--- config.mk ---
export PLATFORM = sky130hd
export DESIGN_NAME = grf
export DESIGN_NICKNAME = d
export VERILOG_FILES = /design/src/rtl/grf_pkg.sv /design/src/rtl/grf.sv
export SDC_FILE = /design/constraint.sdc
export NUM_CORES = 2
export LEC_CHECK = 0
export CORE_ASPECT_RATIO = 1.4
export CORE_MARGIN = 2
export CORE_UTILIZATION = 30
export CTS_CLUSTER_DIAMETER = 100
export DETAILED_ROUTE_END_ITERATION = 10
export PLACE_DENSITY_LB_ADDON = 0.1
export SETUP_SLACK_MARGIN = 0.1
export SLEW_MARGIN = 20
export SYNTH_ARGS = -nofsm -noshare
export SYNTH_HDL_FRONTEND = slang
export SYNTH_SLANG_ARGS = --single-unit
--- constraint.sdc ---
create_clock -name clk -period 2.4 [get_ports clk]
set_input_delay 0.48 -clock clk [delete_from_list [all_inputs] [get_ports clk]]
set_output_delay 0.48 -clock clk [all_outputs]
set_load 0.02 [all_outputs]
--- src/rtl/grf_pkg.sv ---
// Shared constants for the general-purpose register file: register count,
// special register indices, widths and the write-log format string.
package grf_pkg;

   localparam int REG_NUM  = 32;
   localparam int REG_ZERO = 0;
   localparam int REG_RA   = 31;
   localparam int ADDR_W   = 5;
   localparam int REG_W    = 32;

   // Matches the golden MARS write log: pc, destination index, value.
   localparam string LOG_FMT = "@%08h: $%2d <= %08h";

endpackage

--- src/rtl/grf.sv ---
// MIPS register file: 32 x 32-bit, two combinational read ports, one
// synchronous write port and a registered write-trace record.
// Optional macro GRF_BYPASS_EN forwards the write data to a matching read port.
module grf
   import grf_pkg::*;
#(
   parameter int P_REG_W  = REG_W,
   parameter int P_ADDR_W = ADDR_W
) (
   input  logic                clk,
   input  logic                reset,
   input  logic [P_ADDR_W-1:0] a1,
   input  logic [P_ADDR_W-1:0] a2,
   input  logic [P_ADDR_W-1:0] a3,
   input  logic                we,
   input  logic [P_REG_W-1:0]  wd,
   input  logic [P_REG_W-1:0]  pc,
   output logic [P_REG_W-1:0]  rd1,
   output logic [P_REG_W-1:0]  rd2,
   output logic                trace_valid,
   output logic [P_REG_W-1:0]  trace_pc,
   output logic [P_ADDR_W-1:0] trace_addr,
   output logic [P_REG_W-1:0]  trace_data
);

   // Register 0 has no storage; it is hard-wired to zero on the read side.
   logic [P_REG_W-1:0] regs_q [1:REG_NUM-1];
   logic [P_REG_W-1:0] regs_d [1:REG_NUM-1];

   logic               commit;
   logic               trace_valid_q, trace_valid_d;
   logic [P_REG_W-1:0] trace_pc_q,    trace_pc_d;
   logic [P_ADDR_W-1:0] trace_addr_q, trace_addr_d;
   logic [P_REG_W-1:0] trace_data_q,  trace_data_d;

   assign commit = !reset && we && (a3 != '0);

   genvar gi;
   generate
      for (gi = 1; gi < REG_NUM; gi++) begin : g_reg
         always_comb begin
            regs_d[gi] = regs_q[gi];
            if (commit && (a3 == P_ADDR_W'(gi))) begin
               regs_d[gi] = wd;
            end
         end

         always_ff @(posedge clk) begin
            if (reset) begin
               regs_q[gi] <= '0;
            end else begin
               regs_q[gi] <= regs_d[gi];
            end
         end
      end
   endgenerate

   always_comb begin
      rd1 = (a1 == '0) ? '0 : regs_q[a1];
      rd2 = (a2 == '0) ? '0 : regs_q[a2];
`ifdef GRF_BYPASS_EN
      // commit already excludes reset and index 0, so a match implies a real write.
      if (commit && (a3 == a1)) begin
         rd1 = wd;
      end
      if (commit && (a3 == a2)) begin
         rd2 = wd;
      end
`endif
   end

   always_comb begin
      trace_valid_d = commit;
      trace_pc_d    = trace_pc_q;
      trace_addr_d  = trace_addr_q;
      trace_data_d  = trace_data_q;
      if (commit) begin
         trace_pc_d   = pc;
         trace_addr_d = a3;
         trace_data_d = wd;
      end
   end

   always_ff @(posedge clk) begin
      if (reset) begin
         trace_valid_q <= 1'b0;
         trace_pc_q    <= '0;
         trace_addr_q  <= '0;
         trace_data_q  <= '0;
      end else begin
         trace_valid_q <= trace_valid_d;
         trace_pc_q    <= trace_pc_d;
         trace_addr_q  <= trace_addr_d;
         trace_data_q  <= trace_data_d;
      end
   end

   assign trace_valid = trace_valid_q;
   assign trace_pc    = trace_pc_q;
   assign trace_addr  = trace_addr_q;
   assign trace_data  = trace_data_q;

endmodule

==> qor.yml <==
status: "complete, but fails checks"
violations: "setup timing"
die_area_sq_um: 191000
placed_cells: 7006
synth.distinct_cells: 57
tightestPinTransition_ps: 782
synth_area_leader_cell: "edfxtp_1"
dp_hpwl_um: 163000
fp.coreArea_sq_um: 187000
arrival_ps: 2760
drt_iter0_markers: 3146
placed_area_sq_um: 67400
synth_cells: 4094
wl_um: 235000
fin_ws_ps: -839
drive_gt1_frac: 0.377
maxSlewHeadroom: 0.479
mappedNetlistNets: 4176
slew_violations: 0
max-vdd-ir-drop_mv: 0.694
ys.flop_type: "edfxtp_1"
n_fill_cell: 17500
ys_warn_count: 0
cp_slowest_cell: "mux4_2"
yosysTopAreaCellShare: 0.529
vias: 38300
utilization: 0.401
clock-root-buffer: "clkbuf_16"
htree_levels: 3
grt_pass1_wl_um: 324000
grt_max_degree: 86
max-clock-path-buffers: 3
post-route-cell-area_sq_um: 74800
leakagePower_nw: 27.0
portBuffers: 215
holdCritPathClass: "in2reg"
first_global_vias: 39900
synthesis.area_sq_um: 56300
fin_skew_ps: 0
first_pass_iters: 5
avgSynthCellArea_sq_um: 13.7
initial_core_util: 0.301
pre_cts_slack_ps: -1390
place.gp.congestion: 0.822
multi_input_area_sq_um: 25700
clkLatencyLatePin_ps: 760
hold_slack_ps: 263
rsz0062_at_grt: "true"
timing.final.crit_share: 1.35
synth_edf_count: 992
wire_per_inst_um: 32.1
cts-buffers-inserted: 117
area_growth_pct: 33.0
synth_area_leaders: "edfxtp_1 (53%), and2_1 (11%), mux4_2 (11%)"
antenna_found_initial: 9
rows: 188
drt-vias-per-instance: 5.22
ys_seq_area_frac: 0.554
crit_chain: "mux4_2 > mux2_4 > a221oi_4 > buf_6 > a311oi_2 > buf_4 > buf_12"
stdcell_count: 7327
crit_type: "reg2out"
drc: 0
period_minus_slack_ps: 3240
cp_max_fo: 2
nets: 4830
grt_overflow: 0
die_x_um: 370
grt_usage: 0.243
cp-start-kind: "flip-flop"
max_cap_violations: 0
clk_pin_slew_worst_paths_ps: 60
cp.required_ps: 1920
fp.dieH_um: 516
setup_viol: 64
io-pin-count: 216
cts_tree: "yes"
critPathMaxStageDelay_ps: 480
clock.fmax_mhz: 309
seqCellArea_sq_um: 31200
hold_viol: 0
reg2reg_slack_ps: 1760
end_kind: "output port"
ant_nets: 0
synth_async_sr_flop_share: 0
yosys_register_bits: 1062
power.density_nw_per_um2: 661
clock_sinks: 1062
[worst paths after layout]
path	end	cells past startpoint	startpoint
setup reg to reg	trace_addr[3]	2	trace_addr[3]
hold / removal	trace_pc[24]	3	pc[24]
setup / recovery	rd2[28]	7	regs_q[24][28]
hold reg to reg	trace_pc[7]	2	trace_pc[7]
[what timing repair did]
| item | 4_1_cts | 5_1_grt |
|---|---|---|
| gates cloned | 13 | 4 |
| hold buffers | 0 | 0 |
| endpoints found under the setup margin | 76 | 64 |
| buffers inserted | 48 | 39 |
| gates resized for setup | 494 | 73 |
| pin swaps | 89 | 54 |
[final cells by class]
type | count | area share
multi-input cells | 2596 | 0.343
repair buffers | 970 | 0.146
inverters | 1 | 0.0000502
flip-flops and latches | 1062 | 0.417
diodes | 7 | 0.000234
well taps | 2470 | 0.0413
clock buffers | 161 | 0.0438
clock inverters | 60 | 0.00871
[critical path: cells and delay by family, from the launching register on]
family	cells	cell delay (ps)
DFF	1	390
AOI/OAI and AO/OA	2	330
muxes	2	790
buffers and inverters	3	490
[per-stage QoR]
stage	power, mW	TNS (ps)
2_1_floorplan	25.8	0
3_3_place_gp	29.9	-308690
3_5_place_dp	29.9	-316830
4_1_cts	49.7	-44460
5_1_grt	50.9	-44610
6_report	49.5	-40890
[cell usage after synthesis, drive strengths merged, types with 2 or more instances]
library cell and instances:
and2 992, edfxtp 992, mux4 299, clkbuf 282, mux2i 238, mux2 190
nand2 172, buf 153, a21oi 134, a221oi 115, nor2 85, o22ai 79
dfxtp 70, nor3 34, or2 34, a22oi 33, a22o 32, o211ai 27
nand3 24, a311oi 21, o221ai 21, o21ai 18, nand2b 12, a31oi 10
nor2b 8, nand3b 3, nor3b 3, a211oi 2
[metal layers]
metal / GRT usage / wire length (um) / vias up
met5: 0 / 13 / -
met4: 0.0564 / 5200 / 2
met3: 0.0247 / 9210 / 242
met2: 0.439 / 122000 / 997
met1: 0.311 / 99200 / 20200
li1: - / - / 16800
[cell families after synthesis]
group / synth area share
and+or+nand+nor: 0.141
DFF: 0.554
muxes: 0.202
AOI/OAI and AO/OA: 0.0641
buffers and inverters: 0.0387
[report_power, final]
part	switching (mW)	internal, mW	leakage (nW)	total, mW
Sequential	0.549	21.2	10.0	21.8
Clock	8.06	10.9	1.92	19.0
Combinational	4.70	4.04	15.1	8.74
[cell usage in the layout (no fill, tap or decap), types with 14 or more instances in the layout]
master | Yosys | routed
mux2_4 | 0 | 53
o22ai_2 | 0 | 16
mux2i_1 | 238 | 229
o221ai_2 | 1 | 18
buf_6 | 30 | 90
a221oi_2 | 14 | 45
buf_12 | 2 | 178
nor3_4 | 0 | 14
mux4_2 | 273 | 299
dfxtp_1 | 70 | 70
o211ai_1 | 27 | 27
clkbuf_1 | 281 | 30
nor2_1 | 83 | 55
o21ai_4 | 0 | 18
nor3_2 | 1 | 18
a311oi_4 | 0 | 18
buf_4 | 41 | 518
nand3_1 | 24 | 24
clkinv_2 | 0 | 23
clkbuf_16 | 0 | 126
o22ai_4 | 0 | 26
or2_2 | 31 | 30
o22ai_1 | 79 | 37
nor2_4 | 0 | 30
edfxtp_1 | 992 | 992
a221oi_4 | 0 | 26
and2_1 | 992 | 992
mux2_2 | 190 | 137
a22oi_1 | 33 | 29
nand2_1 | 172 | 165
a21oi_1 | 134 | 118
buf_16 | 0 | 21
a221oi_1 | 101 | 44
a22o_1 | 32 | 32
clkdlybuf4s50_1 | 0 | 128
[registers in the layout, indices dropped and copies added (netlist names)]
| signal | cells |
|---|---|
| regs_q | 992 |
| trace_data | 32 |
| trace_pc | 32 |
| trace_addr | 5 |
| trace_valid | 1 |
Power figures use the tool's default switching activity.
